File: src/rtl/booth4_seq_mult_if.sv
// Operand/product handshake bundle for the sequential radix-4 Booth multiplier.
// The master side supplies the operands and drains the product.
interface booth4_seq_mult_if #(
    parameter int WIDTH = 16
) ();
    logic                 in_valid;
    logic                 in_ready;
    logic [WIDTH-1:0]     a;
    logic [WIDTH-1:0]     b;
    logic                 signed_mode;
    logic                 out_valid;
    logic                 out_ready;
    logic [2*WIDTH-1:0]   product;

    modport master (
        output in_valid, a, b, signed_mode, out_ready,
        input  in_ready, out_valid, product
    );

    modport slave (
        input  in_valid, a, b, signed_mode, out_ready,
        output in_ready, out_valid, product
    );
endinterface

File: src/rtl/booth4_seq_mult.sv
// Iterative radix-4 modified-Booth multiplier, one digit per clock, signed or unsigned.
// Shift-left organisation: the multiplicand moves up two bits per digit while the multiplier moves down.
//
// state | meaning
// IDLE  | waiting for an operand pair, in_ready = 1
// CALC  | accumulating ITER Booth digits, then one cycle to load product
// DONE  | product valid, waiting for out_ready
module booth4_seq_mult #(
    parameter int WIDTH = 16
) (
    input  logic             clk,
    input  logic             rst,
    booth4_seq_mult_if.slave bus
);
    localparam int EXT   = WIDTH + 2;
    localparam int ITER  = WIDTH / 2 + 1;
    localparam int ACC_W = 2 * WIDTH + 4;
    localparam int CNT_W = $clog2(ITER + 1);

    typedef enum logic [1:0] {
        IDLE = 2'd0,
        CALC = 2'd1,
        DONE = 2'd2
    } state_t;

    state_t               state_q, state_d;
    logic [CNT_W-1:0]     cnt_q, cnt_d;
    logic [ACC_W-1:0]     acc_q, acc_d;
    logic [ACC_W-1:0]     mcand_q, mcand_d;
    logic [EXT:0]         mplr_q, mplr_d;
    logic [2*WIDTH-1:0]   product_q, product_d;

    logic [EXT-1:0]       a_ext;
    logic [EXT-1:0]       b_ext;
    logic [2:0]           digit;
    logic                 pp_one;
    logic                 pp_two;
    logic                 pp_neg;
    logic [ACC_W-1:0]     pp_mag;
    logic [ACC_W-1:0]     addend;

    assign a_ext = {{2{bus.signed_mode & bus.a[WIDTH-1]}}, bus.a};
    assign b_ext = {{2{bus.signed_mode & bus.b[WIDTH-1]}}, bus.b};

    // Booth flags: 111 and 000 give zero, so negate is masked when both low bits are set
    assign digit  = mplr_q[2:0];
    assign pp_one = digit[1] ^ digit[0];
    assign pp_two = (digit == 3'b011) || (digit == 3'b100);
    assign pp_neg = digit[2] & ~(digit[1] & digit[0]);
    assign pp_mag = pp_two ? (mcand_q << 1) : (pp_one ? mcand_q : '0);
    assign addend = pp_neg ? ~pp_mag : pp_mag;

    always_ff @(posedge clk) begin
        if (rst) begin
            state_q   <= IDLE;
            cnt_q     <= '0;
            acc_q     <= '0;
            mcand_q   <= '0;
            mplr_q    <= '0;
            product_q <= '0;
        end else begin
            state_q   <= state_d;
            cnt_q     <= cnt_d;
            acc_q     <= acc_d;
            mcand_q   <= mcand_d;
            mplr_q    <= mplr_d;
            product_q <= product_d;
        end
    end

    always_comb begin
        state_d   = state_q;
        cnt_d     = cnt_q;
        acc_d     = acc_q;
        mcand_d   = mcand_q;
        mplr_d    = mplr_q;
        product_d = product_q;
        case (state_q)
            IDLE: begin
                if (bus.in_valid) begin
                    state_d = CALC;
                    cnt_d   = CNT_W'(ITER);
                    acc_d   = '0;
                    mcand_d = {{(ACC_W-EXT){a_ext[EXT-1]}}, a_ext};
                    mplr_d  = {b_ext, 1'b0};
                end
            end
            CALC: begin
                if (cnt_q == '0) begin
                    state_d   = DONE;
                    product_d = acc_q[2*WIDTH-1:0];
                end else begin
                    acc_d   = acc_q + addend + ACC_W'(pp_neg);
                    mcand_d = mcand_q << 2;
                    mplr_d  = mplr_q >> 2;
                    cnt_d   = cnt_q - CNT_W'(1);
                end
            end
            DONE: begin
                if (bus.out_ready) state_d = IDLE;
            end
            default: state_d = IDLE;
        endcase
    end

    assign bus.in_ready  = (state_q == IDLE);
    assign bus.out_valid = (state_q == DONE);
    assign bus.product   = product_q;
endmodule

File: src/flat_wrapper.sv
// flat-port wrapper written by rule: the top's interface ports become plain ports
module booth4_seq_mult_flat 
#(
    parameter int WIDTH = 16
)
  (clk, rst, bus_in_valid, bus_a, bus_b, bus_signed_mode, bus_out_ready, bus_in_ready, bus_out_valid, bus_product);
  booth4_seq_mult_if #(.WIDTH(WIDTH)) bus_i ();
  input  logic clk;
  input  logic rst;
  input wire logic [$bits(bus_i.in_valid)-1:0] bus_in_valid;
  input wire logic [$bits(bus_i.a)-1:0] bus_a;
  input wire logic [$bits(bus_i.b)-1:0] bus_b;
  input wire logic [$bits(bus_i.signed_mode)-1:0] bus_signed_mode;
  input wire logic [$bits(bus_i.out_ready)-1:0] bus_out_ready;
  output wire logic [$bits(bus_i.in_ready)-1:0] bus_in_ready;
  output wire logic [$bits(bus_i.out_valid)-1:0] bus_out_valid;
  output wire logic [$bits(bus_i.product)-1:0] bus_product;
  assign bus_i.in_valid = bus_in_valid;
  assign bus_i.a = bus_a;
  assign bus_i.b = bus_b;
  assign bus_i.signed_mode = bus_signed_mode;
  assign bus_i.out_ready = bus_out_ready;
  assign bus_in_ready = bus_i.in_ready;
  assign bus_out_valid = bus_i.out_valid;
  assign bus_product = bus_i.product;
  booth4_seq_mult #(.WIDTH(WIDTH)) u_core (.clk(clk), .rst(rst), .bus(bus_i));
endmodule
File: config.mk
export PLATFORM = sky130hd
export DESIGN_NAME = booth4_seq_mult_flat
export DESIGN_NICKNAME = d
export VERILOG_FILES = /design/src/rtl/booth4_seq_mult_if.sv /design/src/rtl/booth4_seq_mult.sv /design/src/flat_wrapper.sv
export SDC_FILE = /design/constraint.sdc
export NUM_CORES = 1
export LEC_CHECK = 0
export BUFFER_PORTS_ARGS = -buffer_cell sky130_fd_sc_hd__buf_2
export CORE_MARGIN = 3
export CORE_UTILIZATION = 40
export CTS_CLUSTER_DIAMETER = 50
export CTS_CLUSTER_SIZE = 14
export DETAILED_ROUTE_END_ITERATION = 6
export GPL_ROUTABILITY_DRIVEN = 0
export GPL_TIMING_DRIVEN = 0
export SKIP_CTS_REPAIR_TIMING = 1
export SLEW_MARGIN = 10
export SYNTH_ARGS = -nofsm -noshare
export SYNTH_HDL_FRONTEND = slang
export SYNTH_SLANG_ARGS = --single-unit
File: constraint.sdc
create_clock -name clk -period 4.3 [get_ports clk]
set_input_delay 0.43 -clock clk [delete_from_list [all_inputs] [get_ports clk]]
set_output_delay 0.43 -clock clk [all_outputs]
set_load 0.005 [all_outputs]
==> impl_results.md, run 1 <==
- Psw: 1.12 mW
- Yosys top cell area share: 34.9%
- Reg2reg start: u_core.mplr_q[0]
- CP Cell Sequence: inv_1, ha_1, mux2i_2, buf_4, and3_1, a21oi_2, xnor2_1, ha_1, buf_2, and3_1, nand4_1, or4_4, a311o_1, o211ai_1, o221ai_1, xnor2_1, a21oi_1, o22ai_1
- Yosys top cell by area: dfxtp_1
- Design Power: 3.51 mW
- Flop pwr share: 35.5%
- Reg-to-reg endpoint: u_core.acc_q[31]
- Fmax: 0.248 GHz
- Endpoint, Worst Hold: u_core.mcand_q[0]
- Layout cell share with drive strength beyond 1: 13.6%
- Area Growth Syn to Fin: 19.0%
- Leak: 3.39 nW
- Max IR drop VDD: 302 uV
- Top FF cell, synth: dfxtp_1
- Synth Instances: 896
- WL final: 20,000 um
- Delay-heaviest family, CP: simple AND/OR/NAND/NOR gates
- Commonest non-fill, non-tap cell in the layout: nand2_1
- Most frequent cells in the layout: nand2_1 (183), dfxtp_1 (120), a21oi_1 (118)
- EDFF count, synth: 0
- Die area: 0.0188 mm2
- Skew final: 0.0103 ns
- Worst Hold Class: in2reg
- Die Span Y: 137 um
- Routed len/inst: 16.4 um
- Clk_lat worst skew: 0.43 ns
- Mapped Area: 0.00689 mm2
- Clk slew on worst S/H paths: 0.06 ns
- Clk buf depth: 2
- TritonCTS clock tree: built
- Sw Ratio: 31.8%
- Crit Path Max Fanout: 8
- Max stage delay on crit path: 0.55 ns
- Final #Nets: 1,064
- TritonRoute pass-1 iters: 5
- Clock Tree Root: clkbuf_16
- Seq cells post-synth: 120
- Pwr/cell area: 429 mW/mm2
- DRC: 0
- Async SR Flop Fraction: 0%
- Final period util: 93.9%
- Hold Path Cell Cnt: 3
- Data required, critical path: 4.65 ns
- WP data arrival: 4.39 ns
- Pins Over Slew Limit: 0
- Max cap viols: 0
- Setup ws final: 0.260 ns
- H-tree depth: 4
- Final setup vio count: 0
- Crit Path Class: reg2reg
- FP Rows: 47
- DP Worst Slack: -0.0128 ns
- Crit. End Element: register
- Largest net degree at the start of global routing: 17
- Clock buffer count from CTS: 17
- Ant diodes: 0
- Worst Max-Slew Pin Slew: 0.830 ns
- HP Start: bus_a[0]
- Yosys cell types: 57
- Initial Util: 41.2%
- DP Wirelength: 14,900 um
- Sequential area share after synthesis: 34.9%
- Gr ovfl total: 0
- Number of clock sinks: 120
- GRT Overall Usage: 21.7%
- Number of global-route vias before repair: 6,168
- Max_slew headroom: 44.4%
- First-pass GRT wire length: 32,000 um
- Setup crit start kind: register
- Syn nets: 974
- Final Hold Fails: 0
- Port Buffers: 70
- Initial antenna violation count: 0
- Iter 0 DRT Violations: 531
- Synth warn: 0
- Mean post-synth cell area: 7.69 um2
- Routed Antenna Nets: 0
- Die outline width: 137 um
- IO Pins: 71
- Reg2reg path depth: 18
- Clock Power Share: 41.3%
- Combinational share of power: 23.2%
- Fin crit period: 4.04 ns
- Vias per Instance: 5.46
- Internal power: 2.40 mW
- Synth top area cells: dfxtp_1 (35%), nand2_1 (10%), a21oi_1 (8.8%), ha_1 (7.3%), xnor2_1 (5.7%)
- Core Area: 0.0167 mm2
- Reg2Reg Setup Slack: 0.26 ns
- Final setup TNS: 0 ns
- WP buf/inv: 3
- Total number of vias: 6,647
- Crit path max-delay cell type: or4_4
- Status: finished clean
## tightest hold or removal path, cell delays in order
cell	delay (ns)
buf_2	0.10
nand2_1	0.05
a21oi_1	0.05
## registers in the layout, indices dropped and copies added (netlist names)
register            cells
u_core.acc_q           32
u_core.bus.product     32
u_core.mcand_q         32
u_core.mplr_q          18
u_core.cnt_q            4
u_core.state_q          2
## area by class of cell
type                            count  area (um2)
Buffer                             59         250
Clock buffer                       18         439
Clock inverter                     13         155
Fill cell                        1736        8510
Inverter                           14        52.6
Multi-Input combinational cell    701        4240
Sequential cell                   120        2400
Tap cell                          220         275
Timing Repair Buffer               73         385
## cells in the mapped netlist (3+ instances only)
cell	instances
a211oi_1	7
a21o_1	10
a21oi_1	121
a22o_1	3
a22oi_1	14
a311oi_1	15
a31oi_1	22
and2_1	5
and3_1	36
clkbuf_1	56
dfxtp_1	120
ha_1	40
inv_1	14
nand2_1	183
nand2b_1	10
nand3_1	36
nand4_1	8
nor2_1	39
nor2b_1	3
nor3_1	6
o211ai_1	4
o21a_1	5
o21ai_0	31
o21ai_1	3
o21bai_1	4
o31ai_1	3
or3_1	4
xnor2_1	45
xor2_1	16
## per-layer routing
metal / global-route usage (%) / share of wire (%) / wire (um) / vias up
met3: 4.78 / 6.1 / 1210 / 26
met5: 0 / 0 / 0 / -
met2: 34.2 / 45 / 9070 / 167
met1: 29.7 / 47 / 9340 / 3102
li1: - / - / - / 3352
met4: 7.10 / 1.7 / 333 / 0
## power groups by stage
stage	clock network, mW	registers, mW	logic [mW]
6_report	1.45	1.25	0.814
5_1_grt	1.52	1.26	0.910
4_1_cts	1.47	1.24	0.786
3_5_place_dp	0	1.27	0.779
3_3_place_gp	0	1.27	0.781
2_1_floorplan	0	1.24	0.580
## through the flow
step	cells	hold WS [ns]	utilization [%]	area, um2
3_5_place_dp	1186	0.443	45.0	7510
2_1_floorplan	896	0.427	-	6890
3_3_place_gp	1186	0.437	45.0	7510
6_report	1218	0.250	49.1	8200
4_1_cts	1217	0.240	48.6	8110
5_1_grt	1218	0.249	49.1	8200
## worst max path at each step
stage          slack [ns]          endpoint  cells after the start        startpoint
2_1_floorplan        0.72  u_core.acc_q[31]                     18  u_core.mplr_q[0]
3_3_place_gp         0.01  u_core.acc_q[31]                     17  u_core.mplr_q[0]
3_5_place_dp        -0.01  u_core.acc_q[31]                     17  u_core.mplr_q[1]
4_1_cts             -0.03  u_core.acc_q[31]                     17  u_core.mplr_q[1]
5_1_grt             -0.02  u_core.acc_q[31]                     18  u_core.mplr_q[0]
6_report             0.26  u_core.acc_q[31]                     18  u_core.mplr_q[0]
## cell families (layout without fill, tap and decap cells)
group	count (synthesis)	count (layout)	synth area share, %
adder cells (fa/ha/maj)	41	41	7.56
XOR/XNOR	61	61	7.76
AO/OA/AOI/OAI	260	260	23.3
buffers and inverters	75	177	4.23
flip-flops	120	120	34.9
multiplexers	3	3	0.454
AND/OR/NAND/NOR	336	336	21.8
(Power assumes the default switching activity.)
==> run 2: changes to the inputs <==
--- a/config.mk
+++ b/config.mk
@@ -5,6 +5,7 @@
 export SDC_FILE = /design/constraint.sdc
 export NUM_CORES = 1
 export LEC_CHECK = 0
+export ABC_AREA = 1
 export BUFFER_PORTS_ARGS = -buffer_cell sky130_fd_sc_hd__buf_2
 export CORE_MARGIN = 3
 export CORE_UTILIZATION = 40
==> impl_results.md, run 2 <==
- Reg2Reg Setup Slack: 0.34 ns (+0.08 ns)
- Reg2reg path depth: 17 (-1)
- Data required, critical path: 4.59 ns (-0.06 ns)
- Core Area: 0.0174 mm2 (+3.9%)
- Yosys cell types: 40 (-30%)
- Clock Tree Root: clkbuf_16
- RSZ-0062 raised after global routing: no
- Hold Path Cell Cnt: 3 (unchanged)
- GRT Overall Usage: 22.0% (+0.31 points)
- Final #Nets: 1,221 (+15%)
- Sequential area share after synthesis: 33.7% (-1.2 points)
- WP data arrival: 4.25 ns (-0.14 ns)
- WP buf/inv: 4 (+1)
- Synth warn: 0 (unchanged)
- Most frequent cells in the layout: nand2_1 (266), dfxtp_1 (120), nor2_1 (109)
- Yosys top cell by area: dfxtp_1
- Die Span Y: 140 um (+1.7%)
- TritonCTS clock tree: built
- Synth top area cells: dfxtp_1 (34%), nand2_1 (14%), o21ai_0 (7.1%), ha_1 (7.0%), a21oi_1 (5.9%)
- Seq cells post-synth: 120 (unchanged)
- Clock buffer count from CTS: 17 (unchanged)
- Crit. End Element: register
- Number of clock sinks: 120 (unchanged)
- Clk slew on worst S/H paths: 0.06 ns (about the same)
- Routed Antenna Nets: 0 (unchanged)
- DP Wirelength: 16,400 um (+10%)
- Async SR Flop Fraction: 0% (unchanged)
- Final Util: 48.4% (-0.69 points)
- Crit path max-delay cell type: clkbuf_1
- DRC: 0 (unchanged)
- Syn nets: 1,133 (+16%)
- Vias per Instance: 5.22 (-4.3%)
- Final Hold Fails: 0 (unchanged)
- Die area: 0.0195 mm2 (+3.3%)
- Max_slew headroom: 47.4% (+3.0 points)
- Reg2reg start: u_core.mplr_q[0]
- Clk buf depth: 2 (unchanged)
- Port Buffers: 69 (-1.4%)
- HP Start: bus_a[0]
- IO Pins: 71 (unchanged)
- Endpoint, Worst Hold: u_core.mcand_q[0]
- Ant diodes: 0 (unchanged)
- Worst Max-Slew Pin Slew: 0.788 ns (-0.0419 ns)
- Status: finished clean
- Delay-heaviest family, CP: compound AO/OA/AOI/OAI gates
- Mapped Area: 0.00713 mm2 (+3.5%)
- Reg-to-reg endpoint: u_core.acc_q[22]
- Max stage delay on crit path: 0.37 ns (-0.18 ns)
- Synth Instances: 1,055 (+18%)
- Skew final: 0.0131 ns (+0.00283 ns)
- Pins Over Slew Limit: 0 (unchanged)
- Number of stages on the worst setup path: 17 (-1)
- Final setup vio count: 0 (unchanged)
- Largest net degree at the start of global routing: 17 (unchanged)
- H-tree depth: 4 (unchanged)
- Fmax: 0.252 GHz (+2.0%)
- FP Rows: 48 (+2.1%)
- WL final: 21,400 um (+7.4%)
- Max cap viols: 0 (unchanged)
- Layout cell share with drive strength beyond 1: 13.1% (-0.48 points)
- Yosys top cell area share: 33.7% (-1.2 points)
- Mean post-synth cell area: 6.76 um2 (-12%)
- Commonest non-fill, non-tap cell in the layout: nand2_1
- EDFF count, synth: 0 (unchanged)
- Clk_lat worst skew: 0.44 ns (about the same)
- Gr ovfl total: 0 (unchanged)
- Final setup TNS: 0 ns (unchanged)
- Number of global-route vias before repair: 6,575 (+6.6%)
- Crit Path Class: reg2reg
- Fill cells: 1,767 (+1.8%)
- Post-Layout Cell Count: 1,381 (+13%)
- Most instantiated library cell after synthesis: nand2_1
- Setup crit start kind: register
- Initial Util: 41.1% (-0.17 points)
- Worst Hold Class: in2reg
- Crit Path Max Fanout: 10 (+2)
- Pwr/cell area: 470 mW/mm2 (+9.8%)
- Fin crit period: 3.96 ns (-0.0792 ns)
- TritonRoute pass-1 iters: 6 (+1)
- Post-Place Cells: 1,349 (+14%)
- Leak: 3.59 nW (+5.9%)
- Die outline width: 140 um (+1.7%)
- Top cells by count, synth: nand2_1 (266), dfxtp_1 (120), nor2_1 (109)
- Final period util: 92.1% (-1.8 points)
- Initial antenna violation count: 0 (unchanged)
- Top FF cell, synth: dfxtp_1
- CP Cell Sequence: inv_1, ha_1, clkbuf_1, inv_1, clkbuf_1, o21ai_0, o21ai_0, xor2_1, ha_1, nand2_1, o21ai_0, a21oi_1, o21ai_1, a21oi_1, or2_2, nand3_1, a21oi_1
- Area Growth Syn to Fin: 17.8%
- Total number of vias: 7,215 (+8.5%)
- Iter 0 DRT Violations: 546 (+2.8%)
- First-pass GRT wire length: 34,300 um (+7.4%)
- Routed len/inst: 15.5 um (-5.3%)
- Max IR drop VDD: 317 uV (+4.8%)
[run 2: changes by cell type after synthesis, moves of 14 or more]
| cell | delta |
|---|---|
| nand2_1 | +83 |
| nor2_1 | +70 |
| o21ai_0 | +70 |
| inv_1 | +53 |
| xnor2_1 | -44 |
| a31oi_1 | +40 |
| a21oi_1 | -37 |
| and3_1 | -35 |
| clkbuf_1 | -25 |
| xor2_1 | +17 |
| a311oi_1 | -15 |
| a22oi_1 | -14 |
[run 2: kinds of logic (layout without fill, tap and decap cells)]
group | count (synthesis) | count (layout) | share of synthesized area (%)
simple gates | 460 | 460 | 26.9
compound gates | 274 | 274 | 21.1
buf+inv | 126 | 227 | 6.90
flops | 120 | 120 | 33.7
fa+ha+maj | 41 | 41 | 7.30
xor+xnor | 34 | 34 | 4.18
[run 2: area by class of cell]
cell class / instances / area, um2 / share of cell area [%]
Multi-Input combinational cell: 809 / 4240 / 50.4
Sequential cell: 120 / 2400 / 28.6
Timing Repair Buffer: 69 / 345 / 4.11
Tap cell: 225 / 282 / 3.35
Inverter: 75 / 282 / 3.35
Clock buffer: 17 / 425 / 5.07
Clock inverter: 15 / 215 / 2.56
Buffer: 51 / 210 / 2.50
[run 2: report_power, final]
| part | internal (mW) | switching [mW] | total [mW] |
|---|---|---|---|
| sequential | 1.22 | 0.0727 | 1.29 |
| combinational | 0.359 | 0.718 | 1.08 |
| clock | 0.985 | 0.593 | 1.58 |
[run 2: tightest hold or removal path, stage by stage]
cell and delay, ns:
buf_2 0.09, nand2_1 0.05, a21oi_1 0.06
[run 2: metal layers]
layer  track usage [%]  up-vias  wire length [um]
met5                 0        -                 0
met4              7.57        0               463
met3              4.16       32              1320
met2              35.9      225              9840
met1              29.4     3240              9820
li1                  -     3718                 -
[run 2: stage by stage]
step           area [um2]  setup slack (ns)  hold WS [ns]  total power, mW
6_report             8400             0.339         0.245             3.95
3_5_place_dp         7760             0.401         0.446             2.38
4_1_cts              8400             0.384         0.234             3.97
5_1_grt              8400            0.0928         0.238             4.17
3_3_place_gp         7760             0.425         0.437             2.37
2_1_floorplan        7130              1.22         0.422             2.05
[run 2: how the worst max path moves through the flow]
stage / startpoint / endpoint
after floorplan: u_core.mplr_q[0] / u_core.acc_q[28]
after global placement: u_core.mplr_q[0] / u_core.acc_q[22]
after detailed placement: u_core.mplr_q[0] / u_core.acc_q[22]
after CTS: u_core.mplr_q[0] / u_core.acc_q[22]
after global routing: u_core.mplr_q[0] / u_core.acc_q[22]
final: u_core.mplr_q[0] / u_core.acc_q[22]
==> run 3: changes to the inputs <==
--- a/config.mk
+++ b/config.mk
@@ -5,7 +5,6 @@
 export SDC_FILE = /design/constraint.sdc
 export NUM_CORES = 1
 export LEC_CHECK = 0
-export ABC_AREA = 1
 export BUFFER_PORTS_ARGS = -buffer_cell sky130_fd_sc_hd__buf_2
 export CORE_MARGIN = 3
 export CORE_UTILIZATION = 40
@@ -14,6 +13,7 @@
 export DETAILED_ROUTE_END_ITERATION = 6
 export GPL_ROUTABILITY_DRIVEN = 0
 export GPL_TIMING_DRIVEN = 0
+export PLACE_DENSITY = 0.58
 export SKIP_CTS_REPAIR_TIMING = 1
 export SLEW_MARGIN = 10
 export SYNTH_ARGS = -nofsm -noshare
==> impl_results.md, run 3 (synthesized netlist as in run 1, its figures left out) <==
- Status: finished clean
- Pins Over Slew Limit: 0 (unchanged)
- Commonest non-fill, non-tap cell in the layout: nand2_1
- Port Buffers: 70 (+1.4%)
- Gr ovfl total: 0 (unchanged)
- Crit Path Max Fanout: 10 (unchanged)
- IO Pins: 71 (unchanged)
- Clk slew on worst S/H paths: 0.06 ns (about the same)
- Clk buf depth: 2 (unchanged)
- Reg2reg path depth: 17 (unchanged)
- Crit. End Element: register
- H-tree depth: 4 (unchanged)
- Post-route cell area: 0.00819 mm2 (-2.5%)
- Most frequent cells in the layout: nand2_1 (183), dfxtp_1 (120), a21oi_1 (117)
- First-pass GRT wire length: 31,400 um (-8.4%)
- Die Span Y: 137 um (-1.6%)
- Clock buffer count from CTS: 17 (unchanged)
- Max_slew headroom: 47.5% (+0.11 points)
- Fmax: 0.246 GHz (-2.6%)
- Worst Max-Slew Pin Slew: 0.784 ns (-0.00448 ns)
- Final setup vio count: 0 (unchanged)
- Clk_lat worst skew: 0.43 ns (about the same)
- Final #Nets: 1,062 (-13%)
- Flop pwr share: 35.2% (+2.4 points)
- Vias per Instance: 5.38 (+2.9%)
- Combinational share of power: 22.7% (-4.6 points)
- DP Wirelength: 15,000 um (-8.4%)
- Routed Antenna Nets: 0 (unchanged)
- RSZ-0062 raised after global routing: no
- WP data arrival: 4.42 ns (+0.17 ns)
- Worst Hold Class: in2reg
- Number of global-route vias before repair: 6,060 (-7.8%)
- Largest net degree at the start of global routing: 17 (unchanged)
- Area after DPL: 0.00751 mm2 (-3.1%)
- Post-Layout Cell Count: 1,217 (-12%)
- Psw: 1.10 mW (-20%)
- Pwr/cell area: 433 mW/mm2 (-8.0%)
- Die area: 0.0188 mm2 (-3.2%)
- Die outline width: 137 um (-1.6%)
- Setup crit start kind: register
- Max cap viols: 0 (unchanged)
- Leak: 3.37 nW (-6.0%)
- Final period util: 94.6% (+2.5 points)
- TritonRoute pass-1 iters: 4 (-2)
- GRT Overall Usage: 21.4% (-0.62 points)
- Area Growth Syn to Fin: 18.9%
- WL final: 19,900 um (-7.1%)
- Clock Power Share: 42.1% (+2.1 points)
- Ant diodes: 0 (unchanged)
- FP Rows: 47 (-2.1%)
- TritonCTS clock tree: built
- Final Util: 49.0% (+0.66 points)
- Core Area: 0.0167 mm2 (-3.8%)
- DRC: 0 (unchanged)
- Data required, critical path: 4.65 ns (+0.06 ns)
- Final Hold Fails: 0 (unchanged)
- Skew final: 0.0125 ns (-0.000633 ns)
- Total number of vias: 6,542 (-9.3%)
- Post-Place Cells: 1,186 (-12%)
- Crit Path Class: reg2reg
- Initial Util: 41.2% (+0.17 points)
- Fin crit period: 4.07 ns (+0.107 ns)
- Layout cell share with drive strength beyond 1: 13.3% (+0.19 points)
- Routed len/inst: 16.4 um (+5.4%)
- Hold Path Cell Cnt: 3 (unchanged)
- Clock Tree Root: clkbuf_16
- Internal power: 2.44 mW (-5.0%)
- Number of clock sinks: 120 (unchanged)
- Sw Ratio: 31.2% (-3.9 points)
- Iter 0 DRT Violations: 513 (-6.0%)
- Initial antenna violation count: 0 (unchanged)
- Max IR drop VDD: 314 uV (-0.96%)
==> run 3: critical path, stage by stage, from the launching register on <==
cell      delay (ns)
dfxtp_1         0.36
inv_1           0.06
ha_1            0.25
mux2_2          0.34
buf_2           0.20
a21oi_1         0.19
xnor2_1         0.12
ha_1            0.29
buf_2           0.17
and3_1          0.19
nand4_1         0.17
or4_1           0.56
a311o_1         0.31
o211ai_1        0.12
o221ai_1        0.19
xnor2_1         0.23
a21oi_1         0.09
o22ai_1         0.15
==> run 3: area by class of cell <==
type | instances | area [um2]
Buffer | 59 | 246
Clock inverter | 12 | 176
Clock buffer | 20 | 437
Timing Repair Buffer | 71 | 358
Multi-Input combinational cell | 701 | 4240
Fill cell | 1708 | 8510
Tap cell | 220 | 275
Inverter | 14 | 52.6
Sequential cell | 120 | 2400
==> run 3: per-stage QoR <==
stage	TNS (ns)	hold slack, ns	total power [mW]	setup WS (ns)
finish	0	0.249	3.54	0.232
global route	0	0.256	3.71	0.00288
CTS	-0.0837	0.238	3.55	-0.0570
detailed placement	-0.00690	0.443	2.05	-0.00690
global placement	0	0.435	2.05	0.0106
floorplan	0	0.427	1.82	0.716
==> run 3: worst paths after layout <==
kind | startpoint | endpoint | slack [ns]
worst min-delay path | bus_a[0] | u_core.mcand_q[0] | 0.25
worst max register to register | u_core.mplr_q[0] | u_core.acc_q[31] | 0.23
worst min register to register | u_core.bus.product[25] | u_core.bus.product[25] | 0.45
worst max-delay path | u_core.mplr_q[0] | u_core.acc_q[31] | 0.23
==> run 3: per-layer routing <==
layer | up-vias | share of wire [%] | GRT usage [%]
met4 | 0 | 1.7 | 6.60
li1 | 3346 | - | -
met2 | 157 | 45 | 33.2
met5 | - | 0 | 0
met3 | 26 | 4.4 | 5.19
met1 | 3013 | 49 | 29.5
==> run 3: power groups by stage <==
stage	Sequential, mW	Clock (mW)	Combinational [mW]
after CTS	1.24	1.52	0.786
after global routing	1.25	1.56	0.896
final	1.25	1.49	0.804
after global placement	1.27	0	0.782
after floorplan	1.24	0	0.580
after detailed placement	1.27	0	0.781
